File: src/rtl/wave_meter.sv
// wave_meter: frequency and peak-amplitude meter for a signed 12-bit sample stream.
// freq = F_S_HZ*NPER / (samples spanning NPER rising crossings), computed by a serial divider.
module wave_meter #(
  parameter int F_S_HZ  = 20000,
  parameter int NPER    = 4,
  parameter int HYST    = 16,
  parameter int TIMEOUT = 20000
) (
  input  logic               clk,
  input  logic               rst,
  input  logic               f_s,
  input  logic signed [11:0] din,
  output logic        [18:0] freq,
  output logic        [11:0] amp,
  output logic               valid,
  output logic               ovr
);
  typedef enum logic {HUNT, MEAS} state_t;

  localparam logic signed [11:0] HYST_P   = 12'(HYST);
  localparam logic signed [11:0] HYST_N   = 12'(-HYST);
  localparam logic        [31:0] DIVIDEND = 32'(F_S_HZ * NPER);
  localparam logic        [19:0] CNT_MAX  = 20'hFFFFF;
  localparam logic        [19:0] TO_LIM   = 20'(TIMEOUT);
  localparam logic        [4:0]  NPER_L   = 5'(NPER);

  function automatic logic [11:0] half_span(input logic signed [11:0] hi,
                                            input logic signed [11:0] lo);
    logic signed [12:0] d;
    d = {hi[11], hi} - {lo[11], lo};
    return d[12:1];
  endfunction

  function automatic logic [18:0] sat_freq(input logic [31:0] q);
    return (|q[31:19]) ? 19'h7FFFF : q[18:0];
  endfunction

  state_t             state_q, state_d;
  logic               f_s_q, f_s_d, below_q, below_d, busy_q, busy_d;
  logic               valid_q, valid_d, ovr_q, ovr_d;
  logic        [19:0] cnt_q, cnt_d, idle_q, idle_d, dvs_q, dvs_d, rem_q, rem_d;
  logic        [4:0]  ncross_q, ncross_d, it_q, it_d;
  logic signed [11:0] min_q, min_d, max_q, max_d;
  logic        [31:0] quo_q, quo_d, quo_nxt;
  logic        [11:0] amp_pend_q, amp_pend_d, amp_q, amp_d;
  logic        [18:0] freq_q, freq_d;
  logic        [19:0] cnt_inc, idle_inc;
  logic        [20:0] trial;
  logic               strb, xr, to_hit, close, ge;

  always_comb begin
    strb     = f_s & ~f_s_q;
    xr       = strb & below_q & (din >= HYST_P);
    cnt_inc  = (cnt_q == CNT_MAX) ? cnt_q : cnt_q + 20'd1;
    idle_inc = idle_q + 20'd1;
    to_hit   = strb & ~xr & (idle_inc >= TO_LIM);
    close    = (state_q == MEAS) & xr & ((ncross_q + 5'd1) == NPER_L);
    trial    = {rem_q, quo_q[31]};
    ge       = trial >= {1'b0, dvs_q};
    quo_nxt  = {quo_q[30:0], ge};

    f_s_d      = f_s;
    below_d    = below_q;
    state_d    = state_q;
    cnt_d      = cnt_q;
    ncross_d   = ncross_q;
    idle_d     = idle_q;
    min_d      = min_q;
    max_d      = max_q;
    busy_d     = busy_q;
    it_d       = it_q;
    rem_d      = rem_q;
    quo_d      = quo_q;
    dvs_d      = dvs_q;
    amp_pend_d = amp_pend_q;
    freq_d     = freq_q;
    amp_d      = amp_q;
    valid_d    = 1'b0;
    ovr_d      = ovr_q;

    if (strb) begin
      if (xr)                 below_d = 1'b0;
      else if (din <= HYST_N) below_d = 1'b1;
      min_d  = (din < min_q) ? din : min_q;
      max_d  = (din > max_q) ? din : max_q;
      idle_d = xr ? 20'd0 : idle_inc;
    end

    case (state_q)
      HUNT: if (xr) begin
        state_d  = MEAS;
        cnt_d    = '0;
        ncross_d = '0;
        min_d    = din;
        max_d    = din;
      end
      MEAS: if (strb) begin
        cnt_d = cnt_inc;
        // The closing strobe doubles as the first sample of the next window.
        if (close) begin
          cnt_d    = '0;
          ncross_d = '0;
          min_d    = din;
          max_d    = din;
        end else if (xr) begin
          ncross_d = ncross_q + 5'd1;
        end
      end
      default: state_d = HUNT;
    endcase

    if (to_hit) begin
      freq_d   = '0;
      amp_d    = half_span(max_q, min_q);
      valid_d  = 1'b1;
      state_d  = HUNT;
      cnt_d    = '0;
      ncross_d = '0;
      idle_d   = '0;
      min_d    = din;
      max_d    = din;
    end

    if (close && busy_q) ovr_d = 1'b1;
    if (close && !busy_q) begin
      busy_d     = 1'b1;
      it_d       = '0;
      rem_d      = '0;
      quo_d      = DIVIDEND;
      dvs_d      = cnt_inc;
      amp_pend_d = half_span(max_q, min_q);
    end

    // Restoring divide step; the final step overrides any same-cycle timeout report.
    if (busy_q) begin
      rem_d = ge ? 20'(trial - {1'b0, dvs_q}) : trial[19:0];
      quo_d = quo_nxt;
      it_d  = it_q + 5'd1;
      if (it_q == 5'd31) begin
        busy_d  = 1'b0;
        freq_d  = sat_freq(quo_nxt);
        amp_d   = amp_pend_q;
        valid_d = 1'b1;
      end
    end
  end

  always_ff @(posedge clk) begin
    if (rst) begin
      f_s_q    <= 1'b0;
      below_q  <= 1'b0;
      state_q  <= HUNT;
      cnt_q    <= '0;
      ncross_q <= '0;
      idle_q   <= '0;
      min_q    <= '0;
      max_q    <= '0;
      busy_q   <= 1'b0;
      it_q     <= '0;
      freq_q   <= '0;
      amp_q    <= '0;
      valid_q  <= 1'b0;
      ovr_q    <= 1'b0;
    end else begin
      f_s_q    <= f_s_d;
      below_q  <= below_d;
      state_q  <= state_d;
      cnt_q    <= cnt_d;
      ncross_q <= ncross_d;
      idle_q   <= idle_d;
      min_q    <= min_d;
      max_q    <= max_d;
      busy_q   <= busy_d;
      it_q     <= it_d;
      freq_q   <= freq_d;
      amp_q    <= amp_d;
      valid_q  <= valid_d;
      ovr_q    <= ovr_d;
    end
  end

  // Divider datapath: only meaningful while busy, so it carries no reset.
  always_ff @(posedge clk) begin
    rem_q      <= rem_d;
    quo_q      <= quo_d;
    dvs_q      <= dvs_d;
    amp_pend_q <= amp_pend_d;
  end

  assign freq  = freq_q;
  assign amp   = amp_q;
  assign valid = valid_q;
  assign ovr   = ovr_q;
endmodule

File: config.mk
export PLATFORM = sky130hd
export DESIGN_NAME = wave_meter
export DESIGN_NICKNAME = d
export VERILOG_FILES = /design/src/rtl/wave_meter.sv
export SDC_FILE = /design/constraint.sdc
export NUM_CORES = 1
export LEC_CHECK = 0
export ABC_AREA = 0
export CORE_UTILIZATION = 45
export DETAILED_ROUTE_END_ITERATION = 16
export GPL_TIMING_DRIVEN = 0
export PLACE_DENSITY_LB_ADDON = 0.1
export SLEW_MARGIN = 20
export SYNTH_ARGS = -nofsm -noshare
export SYNTH_HDL_FRONTEND = slang
export SYNTH_SLANG_ARGS = --single-unit
File: constraint.sdc
create_clock -name clk -period 3.5 [get_ports clk]
set_input_delay 0.525 -clock clk [delete_from_list [all_inputs] [get_ports clk]]
set_output_delay 0.525 -clock clk [all_outputs]
set_load 0.01 [all_outputs]
==> results.sh <==
export IMPL_die_h_um=156
export IMPL_startpoint_type="primary input"
export IMPL_initial_core_util=0.458
export IMPL_synth_nets=1257
export IMPL_period_needed_ns=3.27
export IMPL_clk_pin_slew_ns=0.08
export IMPL_drt_initial_drc_count=403
export IMPL_gp_congestion=0.845
export IMPL_switchingPower_mw=1.41
export IMPL_yosys_warnings=0
export IMPL_synth_main_ff_cell="dfxtp_1"
export IMPL_yosys_area_top_type_share=0.235
export IMPL_period_share=0.934
export IMPL_cts_sinks=195
export IMPL_seqPwrFrac=0.482
export IMPL_port_buffers=46
export IMPL_die_w_um=156
export IMPL_routed_via_density=5.48
export IMPL_yosysMostFrequentCell="nor2_1"
export IMPL_diodes=0
export IMPL_cts_tree="done"
export IMPL_slowest_delay_ns=0.70
export IMPL_dpl_hpwl_um=18600
export IMPL_whs_ns=0.480
export IMPL_ys_seq_elements=195
export IMPL_antenna_found_initial=0
export IMPL_async_reset_ff_frac=0
export IMPL_ir_worst_vdd_v=0.000293
export IMPL_crit_top_cell="clkbuf_1"
export IMPL_synth_area_leaders="edfxtp_1 (24%), dfxtp_1 (21%), ha_1 (6.9%), nor2_1 (4.8%), a21oi_1 (4.4%)"
export IMPL_grt_use_total=0.217
export IMPL_cp_cell_sequence="clkdlybuf4s50_1 > nor3_1 > a21oi_2 > and2_1 > clkbuf_1 > clkbuf_1 > nand3_1 > nor2_4 > buf_8"
export IMPL_nNetsFinal=1325
export IMPL_final_antenna_net_count=0
export IMPL_critical_path_class="in -> reg"
export IMPL_synth_top_area_cell="edfxtp_1"
export IMPL_cts_made_buffers=17
export IMPL_max_cap_violations=0
export IMPL_core_area_mm2=0.0234
export IMPL_slew_headroom=0.537
export IMPL_tightestPinTransition_ns=0.694
export IMPL_hold_path_class="reg -> reg"
export IMPL_p_sw_frac=0.282
export IMPL_regToRegSetupSlack_ns=0.34
export IMPL_worstSkewPairLatency_ns=0.45
export IMPL_grt_max_degree=54
export IMPL_syn_avg_cell_area_um2=9.08
export IMPL_routed_wl_um=25600
export IMPL_arrival_ns=3.41
export IMPL_cp_data_required_time_ns=3.64
export IMPL_grt_pass1_vias=8160
export IMPL_path_delay_family="buffers and inverters"
export IMPL_comb_power_share=0.097
export IMPL_grt_pass1_wl_um=42000
export IMPL_synth_area_mm2=0.0107
export IMPL_crit_slowest_cell="clkdlybuf4s50_1"
export IMPL_route_detailed_drc=0
export IMPL_final_layout_size_suffix_gt1_frac=0.0586
export IMPL_worst_path_buf_inv=4
export IMPL_vias=8661
export IMPL_pwr_share_clk=0.421
export IMPL_synth_edf_count=84
export IMPL_area_growth_pct=14.7
export IMPL_drt_pass1_iter_count=5
export IMPL_cts_root_buf="clkbuf_16"
export IMPL_finalMaxSlewViolations=0
export IMPL_setup_tns_ns=0
export IMPL_clk_path_buf_depth=2
export IMPL_fin_total_pwr_mw=5.01
export IMPL_crit_fanout=14
export IMPL_setup_violations=0
export IMPL_grt_ovfl_total=0
export IMPL_internal_power_mw=3.60
export IMPL_cp_end_kind="flop"
export IMPL_fin_worst_skew_ns=0.0228
export IMPL_max_freq_mhz=306
export IMPL_power_density_mw_per_mm2=408
export IMPL_grt_setup_unrepaired="false"
export IMPL_htree_levels=4
export IMPL_p_leak_nw=4.65
export IMPL_syn_inst=1181
export IMPL_synth_distinct_cells=72
export IMPL_wire_per_inst_um=16.2
export IMPL_pin_count=48
export IMPL_hold_viol=0
export IMPL_fp_row_count=56
export IMPL_synth_top_cells_by_count="nor2_1 (137), dfxtp_1 (111), a21oi_1 (94)"
export IMPL_utilization=0.526
export IMPL_die_area_mm2=0.0245
export IMPL_status="finished, final reports clean"
export IMPL_yosysSeqAreaShare=0.442
sequential cells by signal (all words and copies together), names as in the netlist:
name / flops
dvs_q: 20
it_q: 5
quo_q: 32
amp: 12
cnt_q: 20
freq: 19
f_s_q: 1
min_q: 12
rem_q: 20
busy_q: 1
ncross_q: 5
below_q: 1
amp_pend_q: 12
idle_q: 20
ovr: 1
state_q: 1
valid: 1
max_q: 12
final timing paths:
kind / start / to / cells after the start
max reg2reg: rem_q[6]$_SDFFCE_PN0P_ / rem_q[8]$_SDFFCE_PN0P_ / 10
min: min_q[8]$_SDFF_PP0_ / min_q[8]$_SDFF_PP0_ / 1
min reg2reg: min_q[8]$_SDFF_PP0_ / min_q[8]$_SDFF_PP0_ / 1
max: din[10] / amp_pend_q[7]$_DFFE_PP_ / 9
per-layer routing:
metal | track usage | vias to the layer above | wire length (um)
met2 | 0.355 | 166 | 11800
met1 | 0.300 | 4036 | 12600
met3 | 0.0291 | 21 | 840
li1 | - | 4438 | -
met4 | 0.0598 | 0 | 317
met5 | 0 | - | 0
power by group through the flow:
stage | clock (mW) | combinational, mW | sequential [mW]
6_report | 2.11 | 0.484 | 2.42
2_1_floorplan | 0 | 0.354 | 2.46
5_1_grt | 2.23 | 0.546 | 2.42
3_5_place_dp | 0 | 0.480 | 2.47
4_1_cts | 2.16 | 0.484 | 2.42
3_3_place_gp | 0 | 0.475 | 2.47
cell usage in the layout (no fill, tap or decap), types with 7 or more instances in the layout:
| master | netlist | final |
|---|---|---|
| nor2b_1 | 18 | 18 |
| nor4_1 | 7 | 7 |
| clkbuf_1 | 44 | 44 |
| o21ai_0 | 46 | 45 |
| nand4_1 | 19 | 19 |
| a31oi_1 | 29 | 29 |
| ha_1 | 59 | 59 |
| o22ai_1 | 10 | 10 |
| inv_1 | 61 | 60 |
| buf_2 | 10 | 10 |
| clkbuf_16 | 0 | 17 |
| a21o_1 | 9 | 9 |
| nor3_1 | 47 | 47 |
| a21oi_1 | 94 | 93 |
| and3_1 | 19 | 19 |
| nand2_1 | 81 | 81 |
| mux2i_1 | 28 | 28 |
| a211oi_1 | 20 | 20 |
| xnor2_1 | 30 | 30 |
| xor2_1 | 12 | 12 |
| and2_1 | 31 | 31 |
| nand3_1 | 36 | 36 |
| or3_1 | 8 | 8 |
| edfxtp_1 | 84 | 84 |
| nor2_1 | 137 | 134 |
| a22oi_1 | 16 | 16 |
| clkdlybuf4s50_1 | 0 | 46 |
| dfxtp_1 | 111 | 111 |
| nand2b_1 | 15 | 15 |
| o21a_1 | 8 | 8 |
through the flow:
stage	area, um2	instances	setup slack [ns]
3_5_place_dp	11600	1547	-0.620
6_report	12300	1581	0.232
5_1_grt	12300	1581	0.0233
4_1_cts	12300	1581	0.0200
2_1_floorplan	10700	1181	0.392
3_3_place_gp	11600	1546	-1.44
area by class of cell:
class / instances / area [um2]
inverter: 62 / 238
timing repair buffer: 49 / 503
clock inverter: 15 / 218
multi-input combinational: 864 / 5500
sequential: 195 / 4740
clock buffer: 17 / 425
tap: 319 / 399
fill: 2258 / 11100
buffer: 60 / 275
what timing repair did:
| action | in CTS | in global routing |
|---|---|---|
| pin swaps | 1 | 0 |
| gates resized for setup | 1 | 6 |
| setup buffers | 2 | 0 |
| setup endpoints to repair | 28 | 127 |
| hold buffers | 0 | 0 |
logic make-up after synthesis:
family / after synthesis / synth area share
buffers and inverters: 122 / 0.0474
AO/OA/AOI/OAI: 289 / 0.172
XOR/XNOR: 42 / 0.0343
AND/OR/NAND/NOR: 441 / 0.202
flip-flops: 195 / 0.442
multiplexers: 31 / 0.0293
adder cells (fa/ha/maj): 61 / 0.0726
No activity file was read; power rests on OpenSTA's default activity.
